--- src/rtl/pipe_pkg.sv ---
// Shared definitions for the elastic pipeline stage: state encoding, main-entry
// update selector, default bubble payload and a saturating add for counters.
package pipe_pkg;

   typedef enum logic [1:0] {
      ST_EMPTY = 2'd0,
      ST_ONE   = 2'd1,
      ST_FULL  = 2'd2
   } state_e;

   typedef enum logic [1:0] {
      MAIN_HOLD  = 2'd0,
      MAIN_IN    = 2'd1,
      MAIN_SKID  = 2'd2,
      MAIN_CLEAR = 2'd3
   } main_sel_e;

   localparam logic [31:0] BUBBLE_DEFAULT = 32'h0000_0000;

   localparam int SAT_W = 64;

   // Adds inc to val, clamping the result at lim.
   function automatic logic [SAT_W-1:0] sat_add(
      input logic [SAT_W-1:0] val,
      input logic [SAT_W-1:0] inc,
      input logic [SAT_W-1:0] lim
   );
      logic [SAT_W-1:0] sum;
      sum = val + inc;
      if (sum > lim) begin
         return lim;
      end else begin
         return sum;
      end
   endfunction

endpackage

--- src/rtl/pipe_stage_elastic_if.sv ---
// Handshake bundle between an upstream producer, the elastic stage and its consumer.
// master = environment side, slave = the stage itself.
interface pipe_stage_elastic_if #(
   parameter int PC_W   = 32,
   parameter int DATA_W = 32
);
   logic              In_Valid;
   logic              In_Ready;
   logic [PC_W-1:0]   In_PC;
   logic [DATA_W-1:0] In_Data;
   logic              Flush;
   logic              Out_Valid;
   logic              Out_Ready;
   logic [PC_W-1:0]   Out_PC;
   logic [DATA_W-1:0] Out_Data;
   logic [1:0]        Occupancy;

   modport master (
      output In_Valid, In_PC, In_Data, Flush, Out_Ready,
      input  In_Ready, Out_Valid, Out_PC, Out_Data, Occupancy
   );

   modport slave (
      input  In_Valid, In_PC, In_Data, Flush, Out_Ready,
      output In_Ready, Out_Valid, Out_PC, Out_Data, Occupancy
   );
endinterface

--- src/rtl/pipe_perf_counter.sv ---
// Single saturating performance counter; adds i_inc each cycle, clears on reset only.
module pipe_perf_counter
   import pipe_pkg::*;
#(
   parameter int CNT_W = 16,
   parameter int INC_W = 2
)(
   input  logic             i_clk,
   input  logic             i_reset,
   input  logic [INC_W-1:0] i_inc,
   output logic [CNT_W-1:0] o_cnt
);
   logic [CNT_W-1:0] r_cnt;
   logic [CNT_W-1:0] w_cnt_nxt;

   assign w_cnt_nxt = CNT_W'(sat_add(SAT_W'(r_cnt), SAT_W'(i_inc), SAT_W'({CNT_W{1'b1}})));

   always_ff @(posedge i_clk) begin
      if (i_reset) begin
         r_cnt <= '0;
      end else begin
         r_cnt <= w_cnt_nxt;
      end
   end

   assign o_cnt = r_cnt;
endmodule

--- src/rtl/pipe_stage_elastic.sv ---
// Elastic pipeline register with a 2-entry skid buffer and flush-to-bubble.
// Optional performance counters are enabled by defining PIPE_PERF_CNT_EN.
module pipe_stage_elastic
   import pipe_pkg::*;
#(
   parameter int                PC_W        = 32,
   parameter int                DATA_W      = 32,
   parameter logic [DATA_W-1:0] BUBBLE_DATA = DATA_W'(BUBBLE_DEFAULT)
`ifdef PIPE_PERF_CNT_EN
   ,
   parameter int                CNT_W       = 16
`endif
)(
   input  logic                Clk,
   input  logic                Reset,
   pipe_stage_elastic_if.slave bus
`ifdef PIPE_PERF_CNT_EN
   ,
   output logic [CNT_W-1:0]    Stall_Cnt,
   output logic [CNT_W-1:0]    Flush_Cnt
`endif
);
   state_e            r_state;
   state_e            w_state_nxt;
   main_sel_e         w_main_sel;
   logic              w_skid_load;
   logic              w_accept;
   logic              w_pop;
   logic              r_in_ready;
   logic [PC_W-1:0]   r_main_pc;
   logic [DATA_W-1:0] r_main_data;
   logic [PC_W-1:0]   r_skid_pc;
   logic [DATA_W-1:0] r_skid_data;

   assign w_accept = bus.In_Valid & r_in_ready;
   assign w_pop    = (r_state != ST_EMPTY) & bus.Out_Ready;

   // In_Ready is registered from the next state so Out_Ready never reaches it combinationally.
   always_ff @(posedge Clk) begin
      if (Reset) begin
         r_state    <= ST_EMPTY;
         r_in_ready <= 1'b0;
      end else begin
         r_state    <= w_state_nxt;
         r_in_ready <= (w_state_nxt != ST_FULL);
      end
   end

   always_comb begin
      w_state_nxt = r_state;
      w_main_sel  = MAIN_HOLD;
      w_skid_load = 1'b0;
      if (bus.Flush) begin
         w_state_nxt = ST_EMPTY;
         w_main_sel  = MAIN_CLEAR;
      end else begin
         case (r_state)
            ST_EMPTY: begin
               if (w_accept) begin
                  w_state_nxt = ST_ONE;
                  w_main_sel  = MAIN_IN;
               end else begin
                  w_state_nxt = ST_EMPTY;
               end
            end
            ST_ONE: begin
               if (w_accept && !w_pop) begin
                  w_state_nxt = ST_FULL;
                  w_skid_load = 1'b1;
               end else if (w_accept && w_pop) begin
                  w_state_nxt = ST_ONE;
                  w_main_sel  = MAIN_IN;
               end else if (w_pop) begin
                  w_state_nxt = ST_EMPTY;
                  w_main_sel  = MAIN_CLEAR;
               end else begin
                  w_state_nxt = ST_ONE;
               end
            end
            ST_FULL: begin
               if (w_pop) begin
                  w_state_nxt = ST_ONE;
                  w_main_sel  = MAIN_SKID;
               end else begin
                  w_state_nxt = ST_FULL;
               end
            end
            default: begin
               w_state_nxt = ST_EMPTY;
               w_main_sel  = MAIN_CLEAR;
            end
         endcase
      end
   end

   // Main entry drives Out_* directly; it reverts to the bubble pattern whenever it empties.
   always_ff @(posedge Clk) begin
      if (Reset) begin
         r_main_pc   <= '0;
         r_main_data <= BUBBLE_DATA;
      end else begin
         case (w_main_sel)
            MAIN_IN: begin
               r_main_pc   <= bus.In_PC;
               r_main_data <= bus.In_Data;
            end
            MAIN_SKID: begin
               r_main_pc   <= r_skid_pc;
               r_main_data <= r_skid_data;
            end
            MAIN_CLEAR: begin
               r_main_pc   <= '0;
               r_main_data <= BUBBLE_DATA;
            end
            default: begin
               r_main_pc   <= r_main_pc;
               r_main_data <= r_main_data;
            end
         endcase
      end
   end

   always_ff @(posedge Clk) begin
      if (Reset) begin
         r_skid_pc   <= '0;
         r_skid_data <= BUBBLE_DATA;
      end else if (w_skid_load) begin
         r_skid_pc   <= bus.In_PC;
         r_skid_data <= bus.In_Data;
      end else begin
         r_skid_pc   <= r_skid_pc;
         r_skid_data <= r_skid_data;
      end
   end

   assign bus.In_Ready  = r_in_ready;
   assign bus.Out_Valid = (r_state != ST_EMPTY);
   assign bus.Out_PC    = r_main_pc;
   assign bus.Out_Data  = r_main_data;
   assign bus.Occupancy = r_state;

`ifdef PIPE_PERF_CNT_EN
   logic [1:0] w_stall_inc;
   logic [1:0] w_flush_inc;

   // A flush discards every held entry plus the offered one, whether or not it was acceptable.
   assign w_stall_inc = {1'b0, (r_state != ST_EMPTY) & ~bus.Out_Ready};
   assign w_flush_inc = bus.Flush ? (2'(r_state) + {1'b0, bus.In_Valid}) : 2'd0;

   pipe_perf_counter #(.CNT_W(CNT_W), .INC_W(2)) u_stall_cnt (
      .i_clk   (Clk),
      .i_reset (Reset),
      .i_inc   (w_stall_inc),
      .o_cnt   (Stall_Cnt)
   );

   pipe_perf_counter #(.CNT_W(CNT_W), .INC_W(2)) u_flush_cnt (
      .i_clk   (Clk),
      .i_reset (Reset),
      .i_inc   (w_flush_inc),
      .o_cnt   (Flush_Cnt)
   );
`endif
endmodule

--- src/flat_wrapper.sv ---
// flat-port wrapper written by rule: the top's interface ports become plain ports
module pipe_stage_elastic_flat import pipe_pkg::*;
#(
   parameter int                PC_W        = 32,
   parameter int                DATA_W      = 32,
   parameter logic [DATA_W-1:0] BUBBLE_DATA = DATA_W'(BUBBLE_DEFAULT)

)
  (Clk, Reset, bus_In_Valid, bus_In_PC, bus_In_Data, bus_Flush, bus_Out_Ready, bus_In_Ready, bus_Out_Valid, bus_Out_PC, bus_Out_Data, bus_Occupancy);
  pipe_stage_elastic_if #(.PC_W(PC_W), .DATA_W(DATA_W)) bus_i ();
  input  logic Clk;
  input  logic Reset;
  input wire logic [$bits(bus_i.In_Valid)-1:0] bus_In_Valid;
  input wire logic [$bits(bus_i.In_PC)-1:0] bus_In_PC;
  input wire logic [$bits(bus_i.In_Data)-1:0] bus_In_Data;
  input wire logic [$bits(bus_i.Flush)-1:0] bus_Flush;
  input wire logic [$bits(bus_i.Out_Ready)-1:0] bus_Out_Ready;
  output wire logic [$bits(bus_i.In_Ready)-1:0] bus_In_Ready;
  output wire logic [$bits(bus_i.Out_Valid)-1:0] bus_Out_Valid;
  output wire logic [$bits(bus_i.Out_PC)-1:0] bus_Out_PC;
  output wire logic [$bits(bus_i.Out_Data)-1:0] bus_Out_Data;
  output wire logic [$bits(bus_i.Occupancy)-1:0] bus_Occupancy;
  assign bus_i.In_Valid = bus_In_Valid;
  assign bus_i.In_PC = bus_In_PC;
  assign bus_i.In_Data = bus_In_Data;
  assign bus_i.Flush = bus_Flush;
  assign bus_i.Out_Ready = bus_Out_Ready;
  assign bus_In_Ready = bus_i.In_Ready;
  assign bus_Out_Valid = bus_i.Out_Valid;
  assign bus_Out_PC = bus_i.Out_PC;
  assign bus_Out_Data = bus_i.Out_Data;
  assign bus_Occupancy = bus_i.Occupancy;
  pipe_stage_elastic #(.PC_W(PC_W), .DATA_W(DATA_W), .BUBBLE_DATA(BUBBLE_DATA)) u_core (.Clk(Clk), .Reset(Reset), .bus(bus_i));
endmodule
--- config.mk ---
export PLATFORM = sky130hd
export DESIGN_NAME = pipe_stage_elastic_flat
export DESIGN_NICKNAME = d
export VERILOG_FILES = /design/src/rtl/pipe_pkg.sv /design/src/rtl/pipe_stage_elastic_if.sv /design/src/rtl/pipe_perf_counter.sv /design/src/rtl/pipe_stage_elastic.sv /design/src/flat_wrapper.sv
export SDC_FILE = /design/constraint.sdc
export NUM_CORES = 1
export LEC_CHECK = 0
export BUFFER_PORTS_ARGS = -buffer_cell sky130_fd_sc_hd__buf_2
export CAP_MARGIN = 20
export CORE_AREA = 4 4 116 118
export DETAILED_ROUTE_END_ITERATION = 7
export DIE_AREA = 0 0 120 122
export PLACE_DENSITY = 0.68
export SYNTH_ARGS = -nofsm -noshare
export SYNTH_HDL_FRONTEND = slang
export SYNTH_HIERARCHICAL = 1
export SYNTH_SLANG_ARGS = --single-unit
--- constraint.sdc ---
create_clock -name Clk -period 4.6 [get_ports Clk]
set_input_delay 0.92 -clock Clk [delete_from_list [all_inputs] [get_ports Clk]]
set_output_delay 0.92 -clock Clk [all_outputs]
set_load 0.01 [all_outputs]
Word-level counts from Yosys, hierarchy flattened
Cells that the tools add are included.
{"block": "word_totals", "regBits": 131, "input_bits": 69, "output_inout_bits": 68}
{"block": "classes", "eq_ne": 6, "muxes": 18, "bitwise_logic": 2, "reduce_logical": 6}
{"operator": "$pmux W32 S3", "count": 2}
{"operator": "$mux W2", "count": 9}
{"operator": "$pmux W2 S3", "count": 2}
{"operator": "$eq A2 B2 Y1 const B", "count": 3}
{"operator": "$mux W1", "count": 5}
{"operator": "$eq A2 B1 Y1 const B", "count": 2}
{"operator": "$reduce_bool A3 Y1", "count": 1}
{"operator": "$and A1 B1 Y1", "count": 2}
{"operator": "$logic_and A1 B1 Y1", "count": 2}
{"operator": "$logic_not A2 Y1", "count": 1}
{"operator": "$ne A2 B2 Y1 const B", "count": 1}
{"operator": "$reduce_bool A2 Y1", "count": 1}
{"operator": "$logic_not A1 Y1", "count": 1}

Logic depth before layout (Yosys ltp)
Gate-level depths: netlist of the first run.
{"block": "depth", "depth_word": 9, "depth_mapped": 10}

Worst setup path before layout of the first run
OpenSTA, ideal clock, no wires.
{"block": "synth_timing", "kind": "input port to flip-flop", "startpoint": "input port bus_In_Valid", "endpoint": "register u_core.r_main_data[0], in the netlist u_core/bus.Out_Data[0]", "t_arrival_ns": 2.092, "required_ns": 4.532, "path_slack_ns": 2.440, "path_stages": 7, "n_path_buf": 2, "cell_sequence": "nand2_1 > ha_1 > nor4bb_1 > o21a_1 > clkbuf_2 > buf_2 > o2bb2ai_2"}
{"block": "synth_between", "elab_chain_cells": 8, "word_cells_on_any_way": 13, "classes_between": "3 x eq/ne; 6 x mux; 1 x bitwise; 3 x reduce/logical"}
{"element": "start: declaration", "line": "flat_wrapper.sv:13", "source": "input wire logic [$bits(bus_i.In_Valid)-1:0] bus_In_Valid;"}
{"element": "$and A1 B1 Y1 (*)", "line": "pipe_stage_elastic.sv:35", "source": "assign w_accept = bus.In_Valid & r_in_ready;"}
{"element": "$logic_and A1 B1 Y1", "line": "pipe_stage_elastic.sv:70", "source": "end else if (w_accept && w_pop) begin"}
{"element": "$mux W2", "line": "pipe_stage_elastic.sv:70"}
{"element": "$mux W2", "line": "pipe_stage_elastic.sv:67", "source": "if (w_accept && !w_pop) begin"}
{"element": "$pmux W2 S3 (*)", "line": "pipe_stage_elastic.sv:57", "source": "case (r_state)"}
{"element": "$mux W2 (*)", "line": "pipe_stage_elastic.sv:53", "source": "if (bus.Flush) begin"}
{"element": "$eq A2 B2 Y1 or $eq A2 B1 Y1 (tied branches)", "line": "pipe_stage_elastic.sv:102", "source": "case (w_main_sel)"}
{"element": "$pmux W32 S3 or $reduce_bool A3 Y1 (tied branches)"}
{"element": "end signal: assignment", "line": "pipe_stage_elastic.sv:105", "source": "r_main_data <= bus.In_Data;"}
{"element": "end signal: assignment", "line": "pipe_stage_elastic.sv:109", "source": "r_main_data <= r_skid_data;"}
{"element": "end signal: assignment", "line": "pipe_stage_elastic.sv:117", "source": "r_main_data <= r_main_data;"}
{"element": "end: declaration", "line": "pipe_stage_elastic.sv:31", "source": "logic [DATA_W-1:0] r_main_data;"}
Every way passes the cells marked *; elsewhere a longest branch is shown, timed or not.
A chain may end at the register's enable or synchronous reset.

Worst setup path in the final report of the first run
{"block": "layout_timing", "startpoint": "input port bus_In_Valid", "endpoint": "register u_core.r_skid_pc[5]"}
{"block": "layout_between", "elab_chain_cells": 5}
{"element": "$and A1 B1 Y1", "line": "pipe_stage_elastic.sv:35"}
{"element": "$logic_and A1 B1 Y1", "line": "pipe_stage_elastic.sv:67"}
{"element": "$mux W1", "line": "pipe_stage_elastic.sv:67"}
{"element": "$mux W1", "line": "pipe_stage_elastic.sv:57"}
{"element": "$mux W1", "line": "pipe_stage_elastic.sv:53"}
{"element": "end signal: assignment", "line": "pipe_stage_elastic.sv:128", "source": "r_skid_pc <= bus.In_PC;"}
{"element": "end signal: assignment", "line": "pipe_stage_elastic.sv:131", "source": "r_skid_pc <= r_skid_pc;"}
{"element": "end: declaration", "line": "pipe_stage_elastic.sv:32", "source": "logic [PC_W-1:0] r_skid_pc;"}
No other way between the ends.

==> run_results.csv, run 1 <==
group,metric,value,unit
min_path,hp-class,"register to register",
synth,synth-seq-cells,131,
cts,clkLatencyLatePin,420,ps
synth,synth_cells,522,
setup_path,required,4940,ps
synth,ys_top_cells_by_area,"dfxtp_1 (48%), o2bb2ai_2 (16%), mux2i_1 (12%)",
sta,clock_skew,6.48,ps
setup_path,cp_max_fo,33,
synth,syn-num-nets,593,
floorplanning,ios,137,
cells_and_area,diodes,0,
placement,dp_slack,1580,ps
cts,post_cts_buffers,0,
setup_path,critical_path.endpoint,"u_core/r_skid_pc[5]",
placement,port-buffer-count,136,
sta,period_share,57.6,%
sta,fin_tns_setup,0,ps
floorplanning,core,12500,µm²
sta,fmax,0.378,GHz
sta,finalHoldViolations,0,
synth,async_flop_share,0,%
sta,relSlewSlack,46.2,%
setup_path,startpoint_type,"input port",
synth,netlist_area,5490,µm²
sta,worst_slack,1950,ps
synth,seq_area_frac_synth,47.8,%
cells_and_area,finish.instance_area,6850,µm²
placement,hpwl,8.42,mm
job,maxCapViolCount,0,
route,num_vias,4246,
cts,clk_pin_slew,60,ps
route,viasPerCell,5.12,
cells_and_area,fin_nets,716,
placement,place_inst,798,
global_routing,track_usage,18.3,%
route,ant_nets,0,
floorplanning,die_w,120,µm
cts,clock-sinks,131,
floorplanning,fp.dieH,122,µm
sta,period_needed,2650,ps
sta,tightest_slew,808,ps
setup_path,critical_path_class,"input port to register",
setup_path,arrival,2980,ps
global_routing,antenna_found_initial,2,
cells_and_area,finalNonFillerCells,830,
setup_path,critical_path.endpoint_type,"register",
power,ir_worst_vdd,0.000262,V
cts,htree_levels,4,
sta,rsz0062_at_grt,"false",
setup_path,rrSetupSlack,1970,ps
cts,cts.path.max_buffers,2,
route,detail_route.wl_per_cell,15.5,µm
outcome,status,"finished clean",
global_routing,grt_pass1_vias,4324,
synth,synth_top_area_share,47.8,%
power,power.density,412,nW/µm²
cells_and_area,area_growth,24.7,%
floorplanning,die-area,14600,µm²
synth,yosysWarningCount,6,
placement,placed_area,6190,µm²
global_routing,overflow,0,
cells_and_area,drive_above_1_share,36.9,%
route,first_pass_iters,5,
synth,syn_avg_cell_area,10.5,µm²
setup_path,critPathLaunch,"bus_In_Valid",
placement,routabilityCongestion,0.766,
synth,synth_edf_count,0,
route,drt-total-wl,12.9,mm
cells_and_area,regArea,2620,µm²
global_routing,grt_max_degree,67,
global_routing,grt_pass1_wl,21.3,mm
cts,tritoncts,"built",
sta,slew_violations,0,
power,p_leak,2.72,nW
setup_path,r2r-start,"u_core/bus.Occupancy[0]",
setup_path,reg2reg_depth,8,
synth,synth_top_cell_by_area,"dfxtp_1",
cts,post_cts_resized,0,
setup_path,r2r_end,"u_core/r_skid_pc[5]",
power,fin_total_pwr,0.00282,W
route,drc,0,
sta,setup_violations,0,
cts,clk_root_buffer_cell,"clkbuf_16",
synth,ys_types,26,
floorplanning,initial_core_util,44.1,%
cts,cts_inserted_buffers,17,
route,drt_iter0_markers,204,
cells_and_area,multi_input_area,2580,µm²
synth,synth_flop_cell,"dfxtp_1",
cells_and_area,fillCellCount,1118,
cts,cts_hold_buf,0,
floorplanning,num_rows,41,
-- layout by cell type (no fill, tap or decap), drive strengths merged, types with 2 or more instances in the layout --
cell      instances
nand3b            2
ha                2
buf             145
a21oi            67
mux2i            64
o21ai             4
dfxtp           131
nand2           131
clkinvlp          2
o2bb2ai          64
nor2              4
clkinv            6
inv               4
bufinv            5
clkbuf           19
-- worst min path at each step --
| stage | start | to | slack, ps | cells past startpoint |
|---|---|---|---|---|
| 6_report | u_core/r_skid_pc[6] | u_core/r_skid_pc[6] | 460 | 2 |
| 5_1_grt | u_core/r_skid_data[27] | u_core/bus.Out_Data[27] | 480 | 1 |
| 4_1_cts | u_core/r_skid_pc[6] | u_core/r_skid_pc[6] | 460 | 2 |
| 3_5_place_dp | u_core/r_skid_pc[6] | u_core/r_skid_pc[6] | 450 | 2 |
| 3_3_place_gp | u_core/r_skid_pc[6] | u_core/r_skid_pc[6] | 440 | 2 |
| 2_1_floorplan | u_core/r_skid_pc[3] | u_core/bus.Out_PC[3] | 430 | 1 |
-- cells in the mapped netlist, drive strengths merged (2+ instances only) --
library cell	n
mux2i	64
nand2	131
a21oi	67
o21ai	4
buf	33
dfxtp	131
nand3b	2
ha	2
nor2	4
o2bb2ai	64
clkbuf	8
inv	4
-- registers in the layout (all words and copies together) (netlist names) --
register / cells
u_core/bus.Out_PC: 32
u_core/bus.Occupancy: 2
u_core/bus.In_Ready: 1
u_core/r_skid_data: 32
u_core/bus.Out_Data: 32
u_core/r_skid_pc: 32
-- layout make-up --
cell class                      instances  share of cell area, %
Clock buffer                           19                   6.61
Clock inverter                         13                   3.01
Inverter                                4                  0.219
Multi-Input combinational cell        346                   37.6
Sequential cell                       131                   38.3
Tap cell                              172                   3.14
Timing Repair Buffer                  145                   11.1
-- through the flow --
| stage | utilization [%] | hold slack, ps |
|---|---|---|
| 3_3_place_gp | 49.5 | 443 |
| 5_1_grt | 54.9 | 476 |
| 6_report | 54.9 | 457 |
| 3_5_place_dp | 49.7 | 453 |
| 4_1_cts | 54.9 | 461 |
| 2_1_floorplan | - | 432 |
-- power breakdown --
part,switching (W),leakage [nW],total (W),internal [W]
Sequential,0.0000107,1.06,0.00116,0.00115
Clock,0.000489,0.319,0.00148,0.000989
Combinational,0.000106,1.34,0.000182,0.0000761
Total,0.000606,2.72,0.00282,0.00222
-- cell families after synthesis --
family	after synthesis	share of synthesized area (%)
buffers and inverters	45	5.88
and+or+nand+nor	142	10.2
AOI/OAI and AO/OA	138	24.0
DFF	131	47.8
muxes	64	11.7
adders and majority gates	2	0.456
-- per-layer routing --
metal / global-route usage [%] / vias up / share of wire, %
met5: 0 / - / 0.16
met4: 6.94 / 4 / 1.6
met3: 7.24 / 23 / 7.6
met2: 30.5 / 126 / 49
met1: 21.2 / 2003 / 42
li1: - / 2090 / -
-- worst max-delay path, stage by stage --
cell	delay (ps)
buf_2	110
nand2_1	150
inv_1	70
ha_1	170
nand3b_1	180
nand2b_2	610
buf_4	470
nand2_1	120
a21oi_1	170
No activity file was read; power rests on OpenSTA's default activity.
==> inputs of run 2 (changes only) <==
- ABC_AREA: unset -> 1
- CORE_AREA: 4 4 116 118 -> 4 4 117 119
- DIE_AREA: 0 0 120 122 -> 0 0 121 123
- clock period: 4.6 -> 2.6 ns (I/O delays scaled with it)
==> run 2 against run 1 <==
Compared with the run above:
- routed wire length increased by 14%
- total power increased by 77%
- worst setup slack got worse by 1400 ps
- hold slack got worse by 140 ps
- final area increased by 2.0%
- register-to-register slack got worse by 1400 ps
- cell count increased by 32%
- critical endpoint is now u_core/bus.Out_Data[24]
- synthesized cell count increased by 54%
- via count increased by 29%
- clock skew increased by 0.99 ps
- sequential power increased by 80%
- sequential share of layout area decreased by 0.75 points
==> run_results.csv, run 2 <==
group,metric,value,unit
setup_path,worst-path-buf-inv,2,
synth,ys_top_cells_by_area,"dfxtp_1 (47%), nand3_1 (18%), nand2_1 (9.1%)",
synth,synth_top_family_by_area,"simple AND/OR/NAND/NOR gates",
global_routing,grt_max_degree,129,
synth,seq_area_frac_synth,46.9,%
route,num_vias,5460,
synth,synth_most_common_cell,"nand3_1",
cts,clkLatencyLatePin,410,ps
cells_and_area,most-common-layout-cells,"nand3_1 (197), buf_2 (136), nand2_1 (136)",
min_path,hp-class,"input port to register",
setup_path,arrival,2400,ps
synth,synth_top_area_share,46.9,%
route,drt-total-wl,14.7,mm
setup_path,required,2960,ps
cts,cts_hold_buf,0,
sta,clock_skew,7.46,ps
synth,synth_top_cell_by_area,"dfxtp_1",
synth,synth_fa_ha_area_share,0.448,%
global_routing,antenna_found_initial,0,
floorplanning,initial_core_util,44.5,%
cells_and_area,finish.instance_area,6990,µm²
placement,hpwl,8.47,mm
power,p_leak,3.79,nW
floorplanning,die_w,121,µm
setup_path,crit_slowest_cell,"dfxtp_1",
cts,htree_levels,4,
floorplanning,die-area,14900,µm²
global_routing,overflow,0,
cells_and_area,fin_util,55.6,%
synth,async_flop_share,0,%
route,dr_wl_met3,1.15,mm
synth,netlist_area,5590,µm²
cells_and_area,drive_above_1_share,20.2,%
route,viasPerCell,4.97,
power,power.density,716,nW/µm²
cts,clk_pin_slew,60,ps
job,maxCapViolCount,0,
sta,slew_violations,0,
floorplanning,ios,137,
placement,routabilityCongestion,0.750,
setup_path,cp_max_fo,38,
cts,tritoncts,"built",
placement,dp_slack,488,ps
sta,period_share,78.5,%
synth,synthMuxAreaShare,0,%
outcome,status,"finished clean",
route,drc,0,
synth,synthTopCellsByCount,"nand3_1 (197), nand2_1 (136), nor2_1 (132), dfxtp_1 (131), inv_1 (74)",
floorplanning,fp.dieH,123,µm
global_routing,grt_pass1_wl,23.7,mm
synth,synth_flop_cell,"dfxtp_1",
route,first_pass_iters,5,
cells_and_area,fin_nets,984,
synth,ys_types,17,
sta,fin_tns_setup,0,ps
route,drt-met1-wl,6.61,mm
sta,period_needed,2040,ps
sta,worst_slack,560,ps
power,ir_worst_vdd,0.000546,V
cts,post_cts_buffers,0,
setup_path,critical_path.endpoint_type,"register",
sta,setup_violations,0,
setup_path,cpPeakStageDelay,380,ps
route,detail_route.wl_per_cell,13.4,µm
placement,placed_area,6360,µm²
floorplanning,core,12600,µm²
setup_path,crit_chain,"nor2_1, nor2_1, ha_1, nand3_1, nand3_2, nor2_4, buf_4, nand2_1, nand3_1, nand2_1, inv_1",
sta,relSlewSlack,61.8,%
route,highest_layer,"met4",
synth,synth_cells,806,
cts,clock-sinks,131,
global_routing,track_usage,19.9,%
setup_path,critical_path_class,"register to register",
route,drt_iter0_markers,415,
route,dr_wl_met2,6.72,mm
sta,rsz0062_at_grt,"false",
sta,finalHoldViolations,0,
global_routing,grt_pass1_vias,4963,
synth,synth_compound_area_share,6.06,%
cts,post_cts_resized,0,
synth,synth-seq-cells,131,
placement,port-buffer-count,136,
cts,clk_root_buffer_cell,"clkbuf_16",
sta,tightest_slew,572,ps
route,ant_nets,0,
cells_and_area,area_growth,24.9,%
cells_and_area,final_common_cell,"nand3_1",
setup_path,startpoint_type,"register",
synth,synth_edf_count,0,
synth,synth_xor_area_share,0,%
sta,fmax,0.490,GHz
synth,syn-num-nets,877,
cts,cts.path.max_buffers,2,
floorplanning,num_rows,41,
synth,yosysWarningCount,6,
synth,synth-simple-area-share,36.7,%
cts,cts_inserted_buffers,17,
synth,syn_avg_cell_area,6.94,µm²
setup_path,critical-path-top-delay-family,"simple AND/OR/NAND/NOR gates",
-- run 2: changes by cell type after synthesis, moves of 9 or more --
cell | previous run | this run
nand3_1 | 0 | 197
nor2_1 | 3 | 132
inv_1 | 4 | 74
a21oi_1 | 67 | 2
mux2i_1 | 64 | 0
o21ai_0 | 2 | 64
o2bb2ai_2 | 60 | 0
clkbuf_1 | 7 | 18
buf_2 | 25 | 34
-- run 2: final timing paths --
check,start,end,slack [ps],cells past startpoint
worst max-delay path,u_core/bus.Occupancy[0],u_core/bus.Out_Data[24],560,11
worst min-delay path,Reset,u_core/bus.In_Ready,320,2
worst max register to register,u_core/bus.Occupancy[0],u_core/bus.Out_Data[24],560,11
worst min register to register,u_core/r_skid_pc[20],u_core/r_skid_pc[20],510,2
-- run 2: final cells by class --
type                       count  area [µm²]
antenna                        1        2.50
clock buffer                  22         464
fill                        1235        5580
multi-input combinational    540        2420
timing repair buffer         148         821
sequential                   131        2620
tap                          172         215
inverter                      75         283
clock inverter                10         155
-- run 2: power by group --
| part | switching [W] | internal [W] |
|---|---|---|
| combinational | 0.000269 | 0.000148 |
| clock | 0.000853 | 0.00165 |
| sequential | 0.0000260 | 0.00206 |
-- run 2: layer usage --
metal	GRT usage, %	vias up
met4	7.79	0
met5	0	-
met2	32.1	195
li1	-	2805
met3	6.50	17
met1	24.6	2443
-- run 2: metrics by stage --
stage,power [W],instances,hold WS [ps]
6_report,0.00500,1099,319
5_1_grt,0.00520,1098,312
4_1_cts,0.00506,1098,299
3_5_place_dp,0.00255,1066,497
3_3_place_gp,0.00254,1066,494
2_1_floorplan,0.00237,806,477
-- run 2: cell families (layout without fill, tap and decap cells) --
| family | Yosys count | after routing |
|---|---|---|
| other | 0 | 1 |
| buffers and inverters | 135 | 255 |
| adder cells (fa/ha/maj) | 2 | 2 |
| AND/OR/NAND/NOR | 471 | 471 |
| flip-flops | 131 | 131 |
| AO/OA/AOI/OAI | 67 | 67 |
-- run 2: worst reg2reg max path, cell delays in order, from the launching register on --
cell and delay [ps]:
dfxtp_1 380, nor2_1 220, nor2_1 90, ha_1 200, nand3_1 110, nand3_2 140, nor2_4 140, buf_4 380
nand2_1 120, nand3_1 90, nand2_1 50, inv_1 60
